$ cat src/rtl/sd_req_arbiter_pkg.sv
// sd_req_arbiter shared types.
// FSM state encoding and the LBA width used by every client.
package sd_arb_pkg;

    localparam int LBA_W = 32;

    typedef enum logic [1:0] {
        IDLE,
        ISSUE,
        XFER,
        DONE
    } sd_arb_state_t;

endpackage

$ cat src/rtl/sd_req_arbiter_if.sv
// Client-side and hps_io-side signal bundle of the disk channel arbiter.
// slave = arbiter view, master = environment (clients + hps_io) view.
interface sd_req_arbiter_if
    import sd_arb_pkg::*;
#(
    parameter int NREQ = 4
);

    logic [NREQ-1:0]       req_rd;
    logic [NREQ-1:0]       req_wr;
    logic [LBA_W*NREQ-1:0] req_lba;
    logic [NREQ-1:0]       req_busy;
    logic [NREQ-1:0]       req_done;
    logic [NREQ-1:0]       req_err;
    logic [NREQ-1:0]       req_buff_wr;
    logic [8*NREQ-1:0]     req_buff_din;
    logic [LBA_W-1:0]      sd_lba;
    logic [NREQ-1:0]       sd_rd;
    logic [NREQ-1:0]       sd_wr;
    logic [NREQ-1:0]       sd_ack;
    logic                  sd_buff_wr;
    logic [7:0]            sd_buff_din;

    modport slave (
        input  req_rd, req_wr, req_lba, req_buff_din,
        input  sd_ack, sd_buff_wr,
        output req_busy, req_done, req_err, req_buff_wr,
        output sd_lba, sd_rd, sd_wr, sd_buff_din
    );

    modport master (
        output req_rd, req_wr, req_lba, req_buff_din,
        output sd_ack, sd_buff_wr,
        input  req_busy, req_done, req_err, req_buff_wr,
        input  sd_lba, sd_rd, sd_wr, sd_buff_din
    );

endinterface

$ cat src/rtl/sd_req_arbiter_rr_pick.sv
// Combinational round-robin picker: first valid index above last_i,
// wrapping modulo NREQ.
module rr_pick #(
    parameter int NREQ = 4,
    parameter int IW   = 2
) (
    input  logic [NREQ-1:0] valid_i,
    input  logic [IW-1:0]   last_i,
    output logic [IW-1:0]   grant_o,
    output logic            any_o
);

    logic [IW-1:0] sel;

    // Walk from farthest to nearest so the nearest valid index wins.
    always_comb begin
        grant_o = '0;
        sel     = '0;
        any_o   = |valid_i;
        for (int k = NREQ; k >= 1; k--) begin
            sel = IW'((int'(last_i) + k) % NREQ);
            if (valid_i[sel]) grant_o = sel;
        end
    end

endmodule

$ cat src/rtl/sd_req_arbiter.sv
// Shares one hps_io virtual-disk channel among NREQ block clients
// with round-robin fairness, timeout and granted-only buffer routing.
module sd_req_arbiter
    import sd_arb_pkg::*;
#(
    parameter int          NREQ    = 4,
    parameter logic [23:0] TIMEOUT = 24'd10_000_000
) (
    input  logic            clk21m,
    input  logic            rstn,
    sd_req_arbiter_if.slave bus
);

    localparam int IW = (NREQ > 1) ? $clog2(NREQ) : 1;

    sd_arb_state_t    state_q, state_d;
    logic [IW-1:0]    g_q, g_d;
    logic [IW-1:0]    last_q, last_d;
    logic             err_q, err_d;
    logic [23:0]      tmr_q, tmr_d;
    logic [LBA_W-1:0] sd_lba_q, sd_lba_d;
    logic [NREQ-1:0]  rd_q, rd_d;
    logic [NREQ-1:0]  wr_q, wr_d;
    logic [NREQ-1:0]  vld_q, vld_d;
    logic [NREQ-1:0]  dir_q, dir_d;
    logic [LBA_W-1:0] plba_q [NREQ];
    logic [LBA_W-1:0] plba_d [NREQ];

    logic [IW-1:0]    pick;
    logic             any;
    logic [NREQ-1:0]  pick_oh;
    logic [NREQ-1:0]  g_oh;
    logic             fin;

    rr_pick #(
        .NREQ (NREQ),
        .IW   (IW)
    ) u_pick (
        .valid_i (vld_q),
        .last_i  (last_q),
        .grant_o (pick),
        .any_o   (any)
    );

    assign pick_oh = {{(NREQ-1){1'b0}}, 1'b1} << pick;
    assign g_oh    = {{(NREQ-1){1'b0}}, 1'b1} << g_q;
    assign fin     = (state_q == DONE);

    // A strobe in the finishing client's DONE cycle re-arms it (set beats clear).
    always_comb begin
        vld_d  = vld_q;
        dir_d  = dir_q;
        plba_d = plba_q;
        for (int i = 0; i < NREQ; i++) begin
            if (fin && g_q == IW'(i)) vld_d[i] = 1'b0;
            if ((bus.req_rd[i] || bus.req_wr[i]) &&
                (!vld_q[i] || (fin && g_q == IW'(i)))) begin
                vld_d[i]  = 1'b1;
                dir_d[i]  = !bus.req_rd[i];
                plba_d[i] = bus.req_lba[LBA_W*i +: LBA_W];
            end
        end
    end

    always_comb begin
        state_d  = state_q;
        g_d      = g_q;
        last_d   = last_q;
        err_d    = err_q;
        tmr_d    = tmr_q;
        sd_lba_d = sd_lba_q;
        rd_d     = rd_q;
        wr_d     = wr_q;
        unique case (state_q)
            IDLE: begin
                if (any) begin
                    g_d      = pick;
                    sd_lba_d = plba_q[pick];
                    rd_d     = dir_q[pick] ? '0 : pick_oh;
                    wr_d     = dir_q[pick] ? pick_oh : '0;
                    tmr_d    = '0;
                    state_d  = ISSUE;
                end
            end
            ISSUE: begin
                tmr_d = tmr_q + 24'd1;
                if (bus.sd_ack[g_q]) begin
                    rd_d    = '0;
                    wr_d    = '0;
                    state_d = XFER;
                end else if (tmr_q == TIMEOUT - 24'd1) begin
                    rd_d    = '0;
                    wr_d    = '0;
                    err_d   = 1'b1;
                    state_d = DONE;
                end
            end
            XFER: begin
                if (!bus.sd_ack[g_q]) state_d = DONE;
            end
            DONE: begin
                last_d  = g_q;
                err_d   = 1'b0;
                state_d = IDLE;
            end
            default: state_d = IDLE;
        endcase
    end

    always_ff @(posedge clk21m or negedge rstn) begin
        if (!rstn) begin
            state_q  <= IDLE;
            g_q      <= '0;
            last_q   <= IW'(NREQ - 1);
            err_q    <= 1'b0;
            tmr_q    <= '0;
            sd_lba_q <= '0;
            rd_q     <= '0;
            wr_q     <= '0;
            vld_q    <= '0;
            dir_q    <= '0;
            for (int i = 0; i < NREQ; i++) plba_q[i] <= '0;
        end else begin
            state_q  <= state_d;
            g_q      <= g_d;
            last_q   <= last_d;
            err_q    <= err_d;
            tmr_q    <= tmr_d;
            sd_lba_q <= sd_lba_d;
            rd_q     <= rd_d;
            wr_q     <= wr_d;
            vld_q    <= vld_d;
            dir_q    <= dir_d;
            plba_q   <= plba_d;
        end
    end

    assign bus.req_busy    = vld_q;
    assign bus.req_done    = fin ? g_oh : '0;
    assign bus.req_err     = (fin && err_q) ? g_oh : '0;
    assign bus.req_buff_wr = (state_q == XFER && bus.sd_buff_wr) ? g_oh : '0;
    assign bus.sd_buff_din = (state_q == XFER) ?
                             bus.req_buff_din[{g_q, 3'b000} +: 8] : 8'h00;
    assign bus.sd_lba      = sd_lba_q;
    assign bus.sd_rd       = rd_q;
    assign bus.sd_wr       = wr_q;

endmodule

$ cat src/flat_wrapper.sv
// flat-port wrapper written by rule: the top's interface ports become plain ports
module sd_req_arbiter_flat import sd_arb_pkg::*;
#(
    parameter int          NREQ    = 4,
    parameter logic [23:0] TIMEOUT = 24'd10_000_000
)
  (clk21m, rstn, bus_req_rd, bus_req_wr, bus_req_lba, bus_req_buff_din, bus_sd_ack, bus_sd_buff_wr, bus_req_busy, bus_req_done, bus_req_err, bus_req_buff_wr, bus_sd_lba, bus_sd_rd, bus_sd_wr, bus_sd_buff_din);
  sd_req_arbiter_if #(.NREQ(NREQ)) bus_i ();
  input  logic clk21m;
  input  logic rstn;
  input wire logic [$bits(bus_i.req_rd)-1:0] bus_req_rd;
  input wire logic [$bits(bus_i.req_wr)-1:0] bus_req_wr;
  input wire logic [$bits(bus_i.req_lba)-1:0] bus_req_lba;
  input wire logic [$bits(bus_i.req_buff_din)-1:0] bus_req_buff_din;
  input wire logic [$bits(bus_i.sd_ack)-1:0] bus_sd_ack;
  input wire logic [$bits(bus_i.sd_buff_wr)-1:0] bus_sd_buff_wr;
  output wire logic [$bits(bus_i.req_busy)-1:0] bus_req_busy;
  output wire logic [$bits(bus_i.req_done)-1:0] bus_req_done;
  output wire logic [$bits(bus_i.req_err)-1:0] bus_req_err;
  output wire logic [$bits(bus_i.req_buff_wr)-1:0] bus_req_buff_wr;
  output wire logic [$bits(bus_i.sd_lba)-1:0] bus_sd_lba;
  output wire logic [$bits(bus_i.sd_rd)-1:0] bus_sd_rd;
  output wire logic [$bits(bus_i.sd_wr)-1:0] bus_sd_wr;
  output wire logic [$bits(bus_i.sd_buff_din)-1:0] bus_sd_buff_din;
  assign bus_i.req_rd = bus_req_rd;
  assign bus_i.req_wr = bus_req_wr;
  assign bus_i.req_lba = bus_req_lba;
  assign bus_i.req_buff_din = bus_req_buff_din;
  assign bus_i.sd_ack = bus_sd_ack;
  assign bus_i.sd_buff_wr = bus_sd_buff_wr;
  assign bus_req_busy = bus_i.req_busy;
  assign bus_req_done = bus_i.req_done;
  assign bus_req_err = bus_i.req_err;
  assign bus_req_buff_wr = bus_i.req_buff_wr;
  assign bus_sd_lba = bus_i.sd_lba;
  assign bus_sd_rd = bus_i.sd_rd;
  assign bus_sd_wr = bus_i.sd_wr;
  assign bus_sd_buff_din = bus_i.sd_buff_din;
  sd_req_arbiter #(.NREQ(NREQ), .TIMEOUT(TIMEOUT)) u_core (.clk21m(clk21m), .rstn(rstn), .bus(bus_i));
endmodule
$ cat config.mk
export PLATFORM = sky130hd
export DESIGN_NAME = sd_req_arbiter_flat
export DESIGN_NICKNAME = d
export VERILOG_FILES = /design/src/rtl/sd_req_arbiter_pkg.sv /design/src/rtl/sd_req_arbiter_if.sv /design/src/rtl/sd_req_arbiter_rr_pick.sv /design/src/rtl/sd_req_arbiter.sv /design/src/flat_wrapper.sv
export SDC_FILE = /design/constraint.sdc
export NUM_CORES = 1
export LEC_CHECK = 0
export ABC_CLOCK_PERIOD_IN_PS = 1950
export CAP_MARGIN = 40
export CORE_MARGIN = 1.5
export CORE_UTILIZATION = 45
export CTS_CLUSTER_DIAMETER = 80
export DETAILED_ROUTE_END_ITERATION = 10
export GPL_TIMING_DRIVEN = 0
export PLACE_DENSITY = 0.77
export SYNTH_ARGS = -nofsm -noshare
export SYNTH_HDL_FRONTEND = slang
export SYNTH_SLANG_ARGS = --single-unit
$ cat constraint.sdc
create_clock -name clk21m -period 1.95 [get_ports clk21m]
set_input_delay 0.2925 -clock clk21m [delete_from_list [all_inputs] [get_ports clk21m]]
set_output_delay 0.2925 -clock clk21m [all_outputs]
set_load 0.02 [all_outputs]
## After elaboration in Yosys (flattened, before gate mapping)

Cells that the tools add are included.

| storage, ports and cells | value |
|---|---|
| bits in registers | 207 |
| input port bits | 175 |

| operators by class | value |
|---|---|
| add/sub/neg operators | 5 |
| order comparisons | 7 |
| equal/unequal tests | 12 |
| shift-type cells | 3 |
| multiplexer cells | 49 |
| bitwise logic cells | 1 |
| reductions and logical operators | 40 |

Operator list:

| kind | count |
|---|---|
| $bmux 32 s2 | 1 |
| $mux 32 | 2 |
| $pmux 24 s2 | 1 |
| $mux 4 | 9 |
| $shiftx 32x6->8 | 1 |
| $add 24x1->24 const B | 1 |
| $eq 24x24->1 const B | 1 |
| $mux 24 | 1 |
| $lt 2x3->1 const B | 6 |
| $mux 1 | 16 |
| $mux 2 | 8 |
| $pmux 4 s2 | 2 |
| $bmux 1 s2 | 6 |
| $reduce_bool 2->1 | 6 |
| $logic_and 1x1->1 | 10 |
| $reduce_and 3->1 | 3 |
| $eq 2x2->1 const B | 4 |
| $logic_not 1->1 | 8 |
| $logic_or 1x1->1 | 8 |
| $mux 8 | 1 |
| $pmux 2 s4 | 1 |
| $shl 1x2->4 const A | 2 |
| $add 2x1->2 const B | 2 |
| $add 2x2->2 const B | 2 |
| other kinds (10) | 15 |

## Longest topological paths before layout

Gate-level depths: netlist of the first run.

| logic depth | value |
|---|---|
| word-level depth | 12 |
| gate-level depth with buffers | 9 |
| mapped depth without buffers | 7 |

## Hierarchy

Synthesis of the first run repeated with hierarchy kept, for this count alone.

| second synthesis, totals | value |
|---|---|
| cells, all modules | 656 |
| area total of the unflattened synthesis | 9394.0 um^2 |

By module, submodules not included:

| module | instances | cells an instance | area each (um^2) | seq. area each (um^2) |
|---|---|---|---|---|
| sd_req_arbiter | 1 | 642 | 9302.7 | 5182.5 |
| rr_pick | 1 | 14 | 91.3 | 0.0 |

## Least setup slack after synthesis of the first run

Ideal clock, no wire load.

| timing | value |
|---|---|
| path type | reg-to-reg |
| start point | reg u_core.state_q[0] |
| end point | reg u_core.tmr_q[20] |
| library setup time | 0.066 ns |
| arrival | 1.990 ns |
| data required time | 1.884 ns |
| setup slack | -0.106 ns |
| cell stages (with the launch flop) | 9 |
| buffers on the path | 1 |
| cells stage by stage | dfrtp_1 > inv_1 > ha_1 > buf_2 > nor2_1 > a211oi_4 > nand3_1 > or4_1 > nand2_1 |

| between the ends | value |
|---|---|
| cells in the longest elaborated chain, start to end | 3 |
| elaborated cells on any way between the ends | 6 |
| those cells by class | 2 x eq/ne; 1 x mux; 3 x reduce/logical |

RTL lines:

| item | line | RTL |
|---|---|---|
| from (decl) | sd_req_arbiter.sv:16 | `sd_arb_state_t state_q, state_d;` |
| from (signal assigned) | sd_req_arbiter.sv:124 | `state_q <= state_d;` |
| $logic_not 2->1 / $eq 2x1->1 (equally long branches) | sd_req_arbiter.sv:74 | `unique case (state_q)` |
| $ne 2x1->1 (no source line) / $reduce_bool 2->1 (equally long branches) | - |  |
| $reduce_and 2->1 (no source line) | - |  |
| to (signal assigned) | sd_req_arbiter.sv:128 | `tmr_q <= tmr_d;` |
| to (decl) | sd_req_arbiter.sv:20 | `logic [23:0] tmr_q, tmr_d;` |

Parallel ways exist; a longest one is shown, timed or not.
A chain may end at the register's enable or synchronous reset.

## Final worst setup path of the first run

| timing | value |
|---|---|
| start point | reg u_core.last_q[1] |
| end point | reg u_core.sd_lba_q[7] (netlist: u_core.bus.sd_lba[7]) |

| between the ends | value |
|---|---|
| cells in the longest elaborated chain, start to end | 11 |
| elaborated cells on any way between the ends | 20 |
| those cells by class | 4 x add/sub; 15 x mux; 1 x bitwise |

RTL lines:

| item | line | RTL |
|---|---|---|
| from (decl) | sd_req_arbiter.sv:18 | `logic [IW-1:0] last_q, last_d;` |
| from (signal assigned) | sd_req_arbiter.sv:114 | `last_q <= IW'(NREQ - 1);` |
| from (signal assigned) | sd_req_arbiter.sv:126 | `last_q <= last_d;` |
| $add 2x1->2 | sd_req_arbiter_rr_pick.sv:21 | `sel = IW'((int'(last_i) + k) % NREQ);` |
| $bmux 1 s2 | sd_req_arbiter_rr_pick.sv:22 | `if (valid_i[sel]) grant_o = sel;` |
| $mux 1 (not written as such) | sd_req_arbiter_rr_pick.sv:22 |  |
| $mux 2 (3 in a row) | sd_req_arbiter_rr_pick.sv:22 |  |
| $mux 2 (*) | sd_req_arbiter_rr_pick.sv:22 |  |
| $not 2->3 (not written as such) (*) | sd_req_arbiter.sv:78 | `sd_lba_d = plba_q[pick];` |
| $bmux 32 s2 (*) | sd_req_arbiter.sv:78 |  |
| $mux 32 (not written as such) (*) (2 in a row) | sd_req_arbiter.sv:78 |  |
| to (signal assigned) | sd_req_arbiter.sv:129 | `sd_lba_q <= sd_lba_d;` |
| to (decl) | sd_req_arbiter.sv:21 | `logic [LBA_W-1:0] sd_lba_q, sd_lba_d;` |

Mark *: on every way between the ends. The rest lies on a longest branch, timed or not. The select of a mux whose other input is x is not followed.

==> summary.txt, run 1 <==
Timing
  – Hold Vio Cnt, Final: 0
  – Fin. max-slew vios: 0
  – Max Clock Freq: between 0.4 and 0.5 GHz
  – RSZ-0062 raised after global routing: yes
  – Fin crit period: between 2 and 2.5 ns
  – Final WS setup: -0.342 ns
  – Final Setup Violations: between 150 and 200
  – Worst relative slew slack: approximately 45%
  – Clock skew: around 0.0090 ns
  – Slew @ Worst Pin: between 0.8 and 0.9 ns
  – Post-route clock period utilization: 118%

Yosys
  – Mapped Cells: between 800 and 900
  – Top_reg_cell synth: dfrtp_1
  – YS warnings: 0
  – Share of the synthesized area in the top cell type: ~53%
  – Distinct cells, synth: 54
  – Syn_nets: between 1000 and 1500
  – Synthesized cell area: just under 10000 um^2
  – Number of synthesized flops with an enable pin: 0
  – Yosys reg bits: 207
  – Cell taking the most area after synthesis: dfrtp_1
  – Ranking of synthesized cells by area: dfrtp_1 (53%), mux2_2 (11%), a211oi_1 (7.1%)
  – Sequential area share after synthesis: between 50% and 60%
  – Syn avg cell area: 11.5 um^2
  – Post-synth ARST share: 100%

Worst setup path
  – Worst Path Max Fanout: 5
  – Reg-to-reg critical path startpoint: u_core.last_q[1]$_DFFE_PN1P_
  – CP Class: reg -> reg
  – Max incr delay on CP: 0.59 ns
  – CP arrival: about 2.7 ns
  – Worst setup SP type: flip-flop
  – Reg2Reg Depth: 9
  – Req. time, crit path: 2.34 ns
  – Worst Setup EP: u_core.bus.sd_lba[7]$_DFFE_PN0P_
  – Crit path top cell by count: buf_12
  – Worst-path cell chain: buf_12 > and2b_1 > o22ai_4 > buf_12 > a21oi_4 > buf_12 > buf_16 > mux2i_2 > a211oi_1
  – CP Capture Type: flip-flop
  – CP max-delay cell: dfstp_2
  – Launch point of the worst path: u_core.last_q[1]$_DFFE_PN1P_
  – R2R Setup Slk: -0.34 ns
  – Reg2reg end: u_core.bus.sd_lba[7]$_DFFE_PN0P_

Outcome
  – Failing checks: setup timing
  – Status: finished, violations left

Power
  – Psw: between 9000 and 10000 uW
  – Switching Share: 37.1%
  – Int Pwr: around 16000 uW
  – Clock share of power: between 15 and 20%
  – Total power: between 20000 and 30000 uW
  – PD cells: approximately 1600 nW/um^2
  – Gate power share: 54.3%
  – Worst vdd ir: just over 0.9 mV
  – Leak Pwr: roughly 0.0068 uW
  – Sequential Power Share: between 20% and 30%

Placement
  – Routability cong.: roughly 0.83
  – Post-DP HPWL: between 15000 and 20000 um
  – I/O Buffers: between 200 and 250
  – Pre-CTS setup slack: -0.757 ns

Final layout
  – P&R area growth vs syn: 65.6%
  – Layout cells sized above 1: a little under two fifths
  – # nets final: 1376

Die
  – Core area: 21100 um^2
  – I/O pins: around 240
  – Row Count: between 50 and 60
  – Chip width: about 150 um
  – Initial core utilization: a little under half
  – DIE AREA: between 20000 and 25000 um^2
  – Die H: 150 um

GRT
  – Largest net degree at the start of global routing: 109
  – Total Routing Usage GR: between 20% and 30%
  – Initial antenna violation count: 3
  – Gr ovfl total: 0
  – Number of global-route vias before repair: around 8400
  – First-pass GRT wire length: ~46000 um

Clock tree
  – Clock slew at reported path FFs: ~0.06 ns
  – Root buf cell: clkbuf_16
  – Num CTS Buffers: 23
  – Clk buf depth: 3
  – TritonCTS Sinks: 207
  – H-tree depth: 1
  – Clock latency on the worst-skew pair: a little over 0.5 ns
  – TritonCTS clock tree: yes

Detailed routing
  – DRT Pass-1 Iters: 5
  – Routed WL per cell: 22.6 um
  – Initial drt markers: between 400 and 500
  – WL final: between 30000 and 40000 um
  – # DRC: 0
  – Via count: 8282
  – Final ANT Viol Nets: 0
  – DR vias/cell: between 5 and 6

Flow run
  – Max-cap check violation count: 0

Worst hold path
  – Hold Path Class: in -> reg
## metrics by stage
stage	cell area, um^2	hold slack [ns]	TNS, ns	utilization [%]	cells
floorplan	9730	-0.00309	-0.00679	-	843
global placement	12500	0.457	-1757.66	59.0	1356
detailed placement	12500	0.409	-95.08	59.2	1357
CTS	14800	0.335	-7.94	70.0	1452
global route	16100	0.336	-29.85	76.3	1487
finish	16100	0.350	-20.51	76.3	1487
## how the worst min path moves through the flow
stage,startpoint,end,slack [ns],depth (start not counted)
after global routing,bus_req_lba[71],u_core.plba_q[39]$_DFFE_PN0P_,0.34,3
after floorplan,rstn,u_core.bus.req_busy[0]$_DFFE_PN0P_,-0.003,0
after global placement,u_core.dir_q[1]$_DFFE_PN0P_,u_core.bus.sd_rd[1]$_DFFE_PN0P_,0.46,1
after detailed placement,rstn,u_core.plba_q[119]$_DFFE_PN0P_,0.41,1
after CTS,bus_req_lba[80],u_core.plba_q[48]$_DFFE_PN0P_,0.33,3
final,bus_req_lba[80],u_core.plba_q[48]$_DFFE_PN0P_,0.35,3
## per-layer routing
| layer | up-vias | track usage, % | wire length (um) |
|---|---|---|---|
| met5 | - | 0 | 13 |
| li1 | 3712 | - | - |
| met1 | 4174 | 32.7 | 13100 |
| met3 | 95 | 5.85 | 2180 |
| met2 | 299 | 44.4 | 16900 |
| met4 | 2 | 9.46 | 1320 |
## worst max-delay path: cells and delay by family (launching register included)
family,cells,cell delay [ns]
and+or+nand+nor,1,0.24
DFF,1,0.59
muxes,1,0.16
AOI/OAI and AO/OA,3,0.61
buffers and inverters,4,0.57
## sequential cells by signal, summed over array words and instances, names as in the netlist
signal and flops:
u_core.plba_q 128, u_core.bus.sd_wr 4, u_core.dir_q 4, u_core.last_q 2, u_core.g_q 2, u_core.bus.sd_lba 32, u_core.err_q 1, u_core.bus.sd_rd 4
u_core.tmr_q 24, u_core.bus.req_busy 4, u_core.state_q 2
## cell usage in the layout, fill, tap and decap left out, types with 7 or more instances in the layout
| master | count |
|---|---|
| a211oi_1 | 32 |
| a211oi_2 | 46 |
| a211oi_4 | 19 |
| a21oi_1 | 10 |
| and2_4 | 8 |
| buf_12 | 28 |
| buf_16 | 8 |
| buf_4 | 41 |
| buf_6 | 42 |
| buf_8 | 9 |
| clkbuf_1 | 12 |
| clkbuf_16 | 33 |
| clkbuf_2 | 7 |
| clkbuf_4 | 7 |
| clkbuf_8 | 10 |
| clkdlybuf4s50_1 | 214 |
| dfrtp_1 | 200 |
| inv_1 | 39 |
| mux2_2 | 8 |
| mux2_4 | 90 |
| mux2i_1 | 18 |
| mux2i_2 | 9 |
| mux4_2 | 9 |
| nand2_1 | 52 |
| nand3_1 | 8 |
| nand4_1 | 7 |
| nor2_1 | 62 |
| o21ai_0 | 36 |
| xor2_1 | 18 |
## what timing repair did
item                                    in CTS  in global routing
cloned                                      11                  9
gates resized for setup                    331                235
setup buffers                               43                 29
pin swaps                                   72                 58
hold endpoints to repair                   107                  0
hold buffers                                 1                  0
endpoints found under the setup margin     212                207
## cell type report
| type | instances | area [um^2] |
|---|---|---|
| antenna | 2 | 5.00 |
| buffer | 56 | 656 |
| clock buffer | 38 | 702 |
| clock inverter | 2 | 38.8 |
| fill | 1289 | 5000 |
| inverter | 45 | 181 |
| multi-input combinational | 535 | 5330 |
| sequential | 207 | 5190 |
| tap | 275 | 344 |
| timing repair buffer | 327 | 3650 |
## kinds of logic (layout without fill, tap and decap cells)
group,count (synthesis),count (layout),share of synthesized area (%)
buffers and inverters,101,468,4.94
AO/OA/AOI/OAI,175,175,13.0
flip-flops,207,207,53.3
multiplexers,140,140,16.8
XOR/XNOR,19,19,1.71
AND/OR/NAND/NOR,195,195,9.40
other,0,2,0
adder cells (fa/ha/maj),6,6,0.772
## Yosys cell counts (9+ instances only)
library cell	n
nand3_1	15
nor2_1	71
clkbuf_1	24
o21ai_0	40
nand2_1	58
buf_2	15
mux2_2	98
mux2i_1	33
a21oi_1	11
and2_1	11
a211oi_1	92
xor2_1	18
inv_1	44
mux4_2	9
dfrtp_1	205
## power groups by stage
stage	registers, uW	clock network (uW)	logic, uW
2_1_floorplan	7530	0	5150
3_3_place_gp	7270	0	8290
3_5_place_dp	7340	0	8530
4_1_cts	7390	4350	11700
5_1_grt	7790	4560	14900
6_report	7630	4320	14200
(Power assumes the default switching activity.)
==> run 2: changes to the inputs <==
--- a/config.mk
+++ b/config.mk
@@ -12,6 +12,7 @@
 export CTS_CLUSTER_DIAMETER = 80
 export DETAILED_ROUTE_END_ITERATION = 10
 export GPL_TIMING_DRIVEN = 0
+export MAX_ROUTING_LAYER = met4
 export PLACE_DENSITY = 0.77
 export SYNTH_ARGS = -nofsm -noshare
 export SYNTH_HDL_FRONTEND = slang
==> run 2 against run 1 <==
  * The run still ends with setup timing left
  * Sequential cell count stayed put
  * Via count is 0.37% lower
  * Sequential power hardly changed
  * Critical path depth stayed put
  * Routed wire length is 0.41% lower
  * Clock skew is 0.00087 ns lower
  * Clock-buffer cell count stayed put
  * Utilization hardly changed
  * Die area stayed put
  * Non-clock buffer count stayed put
  * Total power hardly changed
  * Fmax is 1.6% higher
  * Highest routed layer is now met4
==> summary.txt, run 2 (synthesized netlist as in run 1, its figures left out) <==
Die
  – Die H: 150 um
  – Core area: around 21000 um^2
  – DIE AREA: 22500 um^2
  – I/O pins: roughly 240
  – Chip width: 150 um
  – Initial core utilization: a little under half
  – Row Count: 53

Power
  – Gate power share: roughly 54%
  – Leak Pwr: 0.00681 uW
  – Sequential Power Share: between 20 and 30%
  – Total power: roughly 26000 uW
  – Switching Share: 37.0%
  – Clock share of power: roughly 17%
  – Int Pwr: between 15000 and 20000 uW
  – Worst vdd ir: 0.927 mV
  – Psw: ~9700 uW
  – PD cells: 1630 nW/um^2

Worst setup path
  – Reg2reg end: u_core.bus.sd_lba[7]$_DFFE_PN0P_
  – Req. time, crit path: ~2.4 ns
  – Reg-to-reg critical path startpoint: u_core.last_q[1]$_DFFE_PN1P_
  – Max incr delay on CP: 0.58 ns
  – WP buf/inv: 4
  – Worst-path cell chain: buf_12 > and2b_1 > o22ai_4 > buf_12 > a21oi_4 > buf_12 > buf_16 > mux2i_2 > a211oi_1
  – Crit path top cell by count: buf_12
  – R2R Setup Slk: -0.31 ns
  – CP delay by family, top: compound AO/OA/AOI/OAI gates
  – CP max-delay cell: dfstp_2
  – Worst Path Max Fanout: 5
  – Reg2Reg Depth: 9
  – CP Capture Type: flip-flop
  – CP Class: reg -> reg
  – Worst setup SP type: flip-flop
  – CP arrival: approximately 2.7 ns

Final layout
  – Layout cells sized above 1: a little under two fifths
  – Commonest non-fill, non-tap cells in the layout: clkdlybuf4s50_1 (214), dfrtp_1 (200), mux2_4 (90)
  – # nets final: 1376
  – Biggest register: u_core.plba_q
  – Post-Layout Cell Count: ~1500
  – P&R area growth vs syn: 65.6%
  – Fillers: 1291
  – Max FFs per register: ~130
  – Commonest non-fill, non-tap cell in the layout: clkdlybuf4s50_1

Outcome
  – Status: finished, violations left
  – Failing checks: setup timing

GRT
  – Initial antenna violation count: 3
  – First-pass GRT wire length: ~46000 um
  – Total Routing Usage GR: 27.0%
  – Largest net degree at the start of global routing: about 110
  – Gr ovfl total: 0
  – Number of global-route vias before repair: between 8000 and 9000

Placement
  – Pre-CTS setup slack: -0.757 ns
  – Routability cong.: 0.837
  – Post-DP HPWL: just under 20000 um
  – I/O Buffers: 238
  – Cells after DPL: 1357

Worst hold path
  – Hold Path Class: in -> reg
  – WHS Path Cells: 3
  – Hold_sp: bus_req_lba[67]
  – WHS Endpoint: u_core.plba_q[35]$_DFFE_PN0P_

Clock tree
  – TritonCTS clock tree: yes
  – Clock slew at reported path FFs: approximately 0.060 ns
  – Num CTS Buffers: 23
  – TritonCTS Sinks: around 210
  – Root buf cell: clkbuf_16
  – Clock latency on the worst-skew pair: approximately 0.5 ns
  – H-tree depth: 1
  – Clk buf depth: 3

Detailed routing
  – DRT Pass-1 Iters: 5
  – Final ANT Viol Nets: 0
  – DR vias/cell: ~5.5
  – # DRC: 0
  – Routed WL per cell: 22.5 um
  – Via count: ~8300
  – WL final: about 33000 um
  – Initial drt markers: 360

Timing
  – Final WS setup: -0.307 ns
  – Worst relative slew slack: 44.9%
  – RSZ-0062 raised after global routing: yes
  – Post-route clock period utilization: 116%
  – Final Setup Violations: around 180
  – Slew @ Worst Pin: between 0.8 and 0.9 ns
  – Clock skew: roughly 0.0081 ns
  – Hold Vio Cnt, Final: 0
  – Fin crit period: between 2 and 2.5 ns
  – Fin. max-slew vios: 0
  – Max Clock Freq: 0.443 GHz

Flow run
  – Max-cap check violation count: 0
[run 2: cell type report]
| cell class | instances | area (um^2) | area share, % |
|---|---|---|---|
| tap | 275 | 344 | 2.14 |
| antenna | 3 | 7.51 | 0.0467 |
| multi-input combinational | 535 | 5320 | 33.1 |
| clock buffer | 38 | 702 | 4.36 |
| sequential | 207 | 5190 | 32.2 |
| inverter | 45 | 181 | 1.13 |
| timing repair buffer | 327 | 3650 | 22.7 |
| clock inverter | 2 | 38.8 | 0.241 |
| buffer | 56 | 656 | 4.07 |
[run 2: metrics by stage]
stage          setup TNS (ns)  hold WS [ns]  area [um^2]  utilization, %
5_1_grt                -29.78         0.336        16100            76.3
3_5_place_dp           -95.08         0.409        12500            59.2
2_1_floorplan        -0.00679      -0.00309         9730               -
4_1_cts                 -7.94         0.335        14800            70.0
3_3_place_gp         -1757.66         0.457        12500            59.0
6_report               -20.42         0.350        16100            76.3
[run 2: worst max-delay path by stage]
stage | slack, ns | cells past startpoint | endpoint | startpoint
global route | -0.34 | 9 | u_core.bus.sd_lba[7]$_DFFE_PN0P_ | u_core.last_q[1]$_DFFE_PN1P_
finish | -0.31 | 9 | u_core.bus.sd_lba[7]$_DFFE_PN0P_ | u_core.last_q[1]$_DFFE_PN1P_
CTS | -0.25 | 5 | bus_sd_buff_din[7] | u_core.g_q[0]$_DFFE_PN0P_
global placement | -8.87 | 1 | u_core.bus.req_busy[0]$_DFFE_PN0P_ | rstn
detailed placement | -0.76 | 6 | u_core.plba_q[81]$_DFFE_PN0P_ | u_core.state_q[0]$_DFFE_PN0P_
floorplan | -0.003 | 8 | u_core.tmr_q[20]$_DFFE_PN0P_ | u_core.state_q[0]$_DFFE_PN0P_
[run 2: repair_timing]
item	in CTS	in global routing
hold endpoints to repair	107	0
cloned	11	9
gates resized for setup	331	234
hold buffers	1	0
setup endpoints to repair	212	207
buffers inserted	43	29
pin swaps	72	58
[run 2: tightest hold or removal path: stages]
cell             delay [ns]
clkdlybuf4s50_1        0.39
nand2_1                0.05
o21ai_0                0.07
[run 2: routing by layer]
metal | track usage, % | vias to the layer above | share of wire [%]
li1 | - | 3718 | -
met5 | - | - | 0
met2 | 44.6 | 312 | 51
met1 | 33.0 | 4126 | 39
met4 | 8.63 | 0 | 3.4
met3 | 5.67 | 95 | 6.4
[run 2: power by group through the flow]
stage	clock [uW]	sequential, uW	combinational, uW
6_report	4330	7630	14200
5_1_grt	4560	7790	14900
4_1_cts	4350	7390	11700
3_5_place_dp	0	7340	8530
3_3_place_gp	0	7270	8290
2_1_floorplan	0	7530	5150
